===== config.mk =====
export PLATFORM = sky130hd
export DESIGN_NAME = bin2bcd_hex_display
export DESIGN_NICKNAME = d
export VERILOG_FILES = /design/src/rtl/bin2bcd_hex_display.sv
export SDC_FILE = /design/constraint.sdc
export NUM_CORES = 1
export LEC_CHECK = 0
export ABC_AREA = 1
export CORE_AREA = 2 2 134 136
export CTS_CLUSTER_DIAMETER = 200
export DETAILED_ROUTE_END_ITERATION = 8
export DIE_AREA = 0 0 136 138
export PLACE_DENSITY_LB_ADDON = 0.05
export SLEW_MARGIN = 15
export SYNTH_ARGS = -nofsm -noshare
export SYNTH_HDL_FRONTEND = slang
export SYNTH_SLANG_ARGS = --single-unit

===== constraint.sdc =====
create_clock -name CLK -period 2.1 [get_ports CLK]
set_clock_uncertainty 0.1 [all_clocks]
set_input_delay 0.21 -clock CLK [delete_from_list [all_inputs] [get_ports CLK]]
set_output_delay 0.21 -clock CLK [all_outputs]
set_load 0.02 [all_outputs]

===== src/rtl/bin2bcd_hex_display.sv =====
// Sequential binary-to-decimal converter (double-dabble) driving active-low
// seven-segment digits with sign, leading-zero blanking and overflow display.
module bin2bcd_hex_display #(
    parameter int unsigned WIDTH  = 8,
    parameter int unsigned DIGITS = 6
) (
    input  logic                  CLK,
    input  logic                  RESET_N,
    input  logic [WIDTH-1:0]      VALUE,
    input  logic                  SIGNED_MODE,
    input  logic                  BLANK,
    input  logic                  LOAD,
    output logic                  BUSY,
    output logic                  DONE,
    output logic                  OVF,
    output logic [8*DIGITS-1:0]   HEX
);

    // ceil(WIDTH/3) decimal digits always hold 2^WIDTH-1; never fewer than DIGITS
    localparam int unsigned BCD_N = (DIGITS > (WIDTH + 2) / 3) ? DIGITS : (WIDTH + 2) / 3;
    localparam int unsigned BCD_W = 4 * BCD_N;
    localparam int unsigned CNT_W = $clog2(WIDTH);

    localparam logic [7:0] SEG_MINUS = 8'hBF;
    localparam logic [7:0] SEG_BLANK = 8'hFF;

    typedef enum logic [1:0] {IDLE, PREP, SHIFT} state_t;

    state_t             state_q, state_d;
    logic [WIDTH-1:0]   value_q, value_d;
    logic               sgn_q, sgn_d;
    logic               blank_q, blank_d;
    logic               neg_q, neg_d;
    logic [WIDTH-1:0]   mag_q, mag_d;
    logic [BCD_W-1:0]   bcd_q, bcd_d;
    logic [CNT_W-1:0]   cnt_q, cnt_d;
    logic               busy_d, done_d, ovf_d;
    logic [8*DIGITS-1:0] hex_d;

    logic [BCD_W-1:0]   bcd_adj;
    logic [BCD_W:0]     bcd_sh;
    logic               ovf_c;
    logic [8*DIGITS-1:0] hex_c;

    function automatic logic [7:0] seg7(input logic [3:0] d);
        case (d)
            4'd0:    seg7 = 8'hC0;
            4'd1:    seg7 = 8'hF9;
            4'd2:    seg7 = 8'hA4;
            4'd3:    seg7 = 8'hB0;
            4'd4:    seg7 = 8'h99;
            4'd5:    seg7 = 8'h92;
            4'd6:    seg7 = 8'h82;
            4'd7:    seg7 = 8'hF8;
            4'd8:    seg7 = 8'h80;
            4'd9:    seg7 = 8'h90;
            default: seg7 = SEG_BLANK;
        endcase
    endfunction

    // One double-dabble step: add-3 correction, then shift in the next magnitude bit
    always_comb begin
        bcd_adj = bcd_q;
        for (int i = 0; i < int'(BCD_N); i++) begin
            if (bcd_q[4*i +: 4] >= 4'd5) begin
                bcd_adj[4*i +: 4] = bcd_q[4*i +: 4] + 4'd3;
            end
        end
        bcd_sh = {bcd_adj, mag_q[WIDTH-1]};
    end

    // Display image of the post-shift BCD value, used on the final shift
    always_comb begin
        int  avail;
        logic seen;
        logic [3:0] digit;
        avail = sgn_q ? int'(DIGITS) - 1 : int'(DIGITS);
        ovf_c = bcd_sh[BCD_W];
        seen  = 1'b0;
        digit = 4'd0;
        hex_c = '1;
        for (int i = 0; i < int'(BCD_N); i++) begin
            if (i >= avail && bcd_sh[4*i +: 4] != 4'd0) begin
                ovf_c = 1'b1;
            end
        end
        for (int i = int'(DIGITS) - 1; i >= 0; i--) begin
            digit = bcd_sh[4*i +: 4];
            if (ovf_c) begin
                hex_c[8*i +: 8] = SEG_MINUS;
            end else if (i >= avail) begin
                hex_c[8*i +: 8] = neg_q ? SEG_MINUS : SEG_BLANK;
            end else begin
                if (digit != 4'd0) begin
                    seen = 1'b1;
                end
                if (blank_q && !seen && i != 0) begin
                    hex_c[8*i +: 8] = SEG_BLANK;
                end else begin
                    hex_c[8*i +: 8] = seg7(digit);
                end
            end
        end
    end

    // Next-state and registered-output logic
    always_comb begin
        state_d = state_q;
        value_d = value_q;
        sgn_d   = sgn_q;
        blank_d = blank_q;
        neg_d   = neg_q;
        mag_d   = mag_q;
        bcd_d   = bcd_q;
        cnt_d   = cnt_q;
        busy_d  = BUSY;
        done_d  = 1'b0;
        ovf_d   = OVF;
        hex_d   = HEX;
        case (state_q)
            IDLE: begin
                if (LOAD) begin
                    value_d = VALUE;
                    sgn_d   = SIGNED_MODE;
                    blank_d = BLANK;
                    busy_d  = 1'b1;
                    state_d = PREP;
                end
            end
            PREP: begin
                // |-2^(WIDTH-1)| = 2^(WIDTH-1) still fits an unsigned WIDTH-bit magnitude
                neg_d   = sgn_q & value_q[WIDTH-1];
                mag_d   = neg_d ? (~value_q + WIDTH'(1)) : value_q;
                bcd_d   = '0;
                cnt_d   = '0;
                state_d = SHIFT;
            end
            SHIFT: begin
                bcd_d = bcd_sh[BCD_W-1:0];
                mag_d = {mag_q[WIDTH-2:0], 1'b0};
                cnt_d = cnt_q + CNT_W'(1);
                if (cnt_q == CNT_W'(WIDTH - 1)) begin
                    hex_d   = hex_c;
                    ovf_d   = ovf_c;
                    done_d  = 1'b1;
                    busy_d  = 1'b0;
                    state_d = IDLE;
                end
            end
            default: begin
                state_d = IDLE;
                busy_d  = 1'b0;
            end
        endcase
    end

    always_ff @(posedge CLK or negedge RESET_N) begin
        if (!RESET_N) begin
            state_q <= IDLE;
            value_q <= '0;
            sgn_q   <= 1'b0;
            blank_q <= 1'b0;
            neg_q   <= 1'b0;
            mag_q   <= '0;
            bcd_q   <= '0;
            cnt_q   <= '0;
            BUSY    <= 1'b0;
            DONE    <= 1'b0;
            OVF     <= 1'b0;
            HEX     <= '1;
        end else begin
            state_q <= state_d;
            value_q <= value_d;
            sgn_q   <= sgn_d;
            blank_q <= blank_d;
            neg_q   <= neg_d;
            mag_q   <= mag_d;
            bcd_q   <= bcd_d;
            cnt_q   <= cnt_d;
            BUSY    <= busy_d;
            DONE    <= done_d;
            OVF     <= ovf_d;
            HEX     <= hex_d;
        end
    end

endmodule


==> summary.txt <==
GRT
  – Largest net degree at the start of global routing: 53
  – Gr usage total: 17.4%
  – Vias in the first global route: 5,372
  – First-pass GRT wire length: 26,300 um
  – Global route total overflow: 0
  – Initial antenna violation count: 0

Die
  – Core area: 0.0175 sq mm
  – Die Y: 138 um
  – Initial core utilization: 33.3%
  – Die area: 0.0188 sq mm
  – IO Count: 64
  – Die width: 136 um
  – # rows: 49

Cells and area
  – Share of post-route cells with drive strength above 1: 34.8%
  – Layout Utilization: 47.3%
  – Most frequent cells in the layout: nand2_1 (131), buf_4 (97), inv_1 (79)
  – Filler cells: 1,746
  – Final Non-Filler Cells: 1,117
  – Final nets: 941
  – Diode count: 0
  – Commonest non-fill, non-tap cell in the layout: nand2_1
  – Area grow syn2layout: 42.3%

Setup path
  – Critical path buffers and inverters: 2
  – Reg2reg start: bcd_q[9]$_DFFE_PN0P_
  – Crit path required time: 2.29 ns
  – Arrival @ worst endpoint: 2.38 ns
  – Crit path max-delay family: simple AND/OR/NAND/NOR gates
  – Crit path max fanout: 5
  – Crit Path Category: register to register
  – Crit-path cells: inv_2, ha_2, nand2_2, nand3_4, xor2_4, ha_4, nand3_4, nor2_4, nand4_4, nor2_4, inv_2, a21oi_2
  – CP max stage delay: 0.41 ns
  – Crit start category: register
  – Worst path slowest cell: dfrtp_1
  – Worst Setup End Kind: register
  – Critical Path Start: bcd_q[9]$_DFFE_PN0P_

Timing
  – Unrepaired setup endpoints after global routing: true
  – Fmax: 0.455 GHz
  – Final hold vios: 0
  – Worst Slack Setup Final: -0.0954 ns
  – Final Setup Violations: 29
  – Final hold slack: 0.206 ns
  – Tmin final: 2.20 ns
  – Fin. max-slew vios: 0
  – Fin crit share: 105%

Synth
  – Async SR Flop Fraction: 100%
  – Synthesized area per cell: 8.05 sq um
  – Synth Instances: 724
  – Yosys cell types: 42
  – Yosys reg bits: 93
  – Sequential element share of the synthesized area: 40.8%
  – EDFF count, synth: 0
  – Synth Cell Area: 0.00583 sq mm
  – Syn. warnings: 0
  – Most used DFF post-synth: dfrtp_1

Drt
  – Wire length per cell: 14.2 um
  – Routed wire length: 15,800 um
  – Vias/cell: 4.75
  – Starting DRT DRC Count: 152
  – DRC: 0
  – Drt first pass iters: 5
  – Via Count: 5,306
  – Final ANT Viol Nets: 0

Place
  – RD Place Congestion: 0.908
  – DP Cell Count: 1,063
  – Hpwl dp: 11,700 um
  – PortBufs: 57
  – DP Worst Slack: -0.241 ns

Clocking
  – CTS max path bufs: 2
  – TritonCTS Buffers: 9
  – Clock Tree Root: clkbuf_16
  – CTS clk-pin slew, worst paths: 0.07 ns
  – CTS tree: done
  – Clk Latency, worst-skew pair: 0.35 ns
  – H-Tree Depth: 3
  – Clock sinks: 93

Power and ir drop
  – PD cells: 690 mW/mm^2
  – Static Leak: 4.02 nW
  – Peak supply drop: 0.543 mV

Run status
  – Outcome: finished with violations
  – Failing checks: negative setup slack

Min path
  – Worst hold path class: input port to asynchronous set/reset pin

Run
  – Max-cap violations: 0
## synthesized netlist by cell type (9+ instances only)
cell type / count / area [sq um]
nand2_1: 148 / 556
nand4_1: 9 / 56.3
nand2_2: 14 / 87.6
nor2_1: 65 / 244
o22ai_1: 25 / 156
inv_2: 10 / 37.5
o21ai_0: 38 / 190
inv_1: 101 / 379
ha_1: 45 / 563
nand3_1: 44 / 220
dfrtp_1: 51 / 1280
a21oi_1: 27 / 135
dfstp_2: 42 / 1100
## area by class of cell
| class | instances | area (sq um) | area share [%] |
|---|---|---|---|
| Clock buffer | 12 | 256 | 3.09 |
| Clock inverter | 4 | 22.5 | 0.271 |
| Inverter | 111 | 417 | 5.02 |
| Multi-Input combinational cell | 502 | 3470 | 41.9 |
| Sequential cell | 93 | 2380 | 28.7 |
| Tap cell | 229 | 287 | 3.45 |
| Timing Repair Buffer | 166 | 1460 | 17.6 |
## routing by layer
metal,vias up,track usage (%),wire (um)
met3,14,2.42,582
met4,0,5.21,166
li1,2653,-,-
met2,107,29.8,8040
met5,-,0,0
met1,2532,22.9,7060
## logic make-up after synthesis
| logic type | count (synthesis) | share of synthesized area (%) |
|---|---|---|
| DFF | 93 | 40.8 |
| other | 1 | 0.0643 |
| and+or+nand+nor | 316 | 25.3 |
| buffers and inverters | 134 | 9.38 |
| AOI/OAI and AO/OA | 124 | 12.5 |
| muxes | 2 | 0.386 |
| adders and majority gates | 45 | 9.66 |
| xor gates and xnor gates | 9 | 1.87 |
## flip-flops by register name, indices dropped and copies added, names as in the netlist
register / count
neg_q: 1
cnt_q: 3
OVF: 1
value_q: 8
BUSY: 1
bcd_q: 24
blank_q: 1
state_q: 2
mag_q: 8
DONE: 1
HEX: 42
sgn_q: 1
## through the flow
step	power, mW	setup TNS, ns	area, sq um
6_report	5.72	-1.29	8300
5_1_grt	6.12	-6.12	8300
4_1_cts	5.70	-1.26	7960
3_5_place_dp	4.05	-6.28	7290
3_3_place_gp	4.02	-3.49	7290
2_1_floorplan	3.39	-0.133	5990
## report_power, final
part	leakage, nW	internal [mW]	switching, mW
combinational	2.78	0.714	1.25
sequential	1.09	2.03	0.138
clock	0.140	0.864	0.727
total	4.02	3.61	2.11
## worst paths after layout
| path | depth (start not counted) | endpoint | slack [ns] |
|---|---|---|---|
| max reg2reg | 12 | HEX[10]$_DFFE_PN1P_ | -0.1 |
| max | 12 | HEX[10]$_DFFE_PN1P_ | -0.1 |
| min reg2reg | 2 | HEX[14]$_DFFE_PN1P_ | 0.37 |
| min | 2 | bcd_q[11]$_DFFE_PN0P_ | 0.21 |
| min in group CLK | 3 | value_q[0]$_DFFE_PN0P_ | 0.33 |
| max in group asynchronous | 3 | HEX[37]$_DFFE_PN1P_ | 1.03 |
## repair_timing
item	in CTS	in global routing
setup buffers	24	14
pin swaps	29	26
cloned	0	0
endpoints found under the hold margin	23	0
endpoints found under the setup margin	43	43
hold buffers	1	0
resized for setup	47	72
Note: power is estimated with default switching activity, not from simulation.
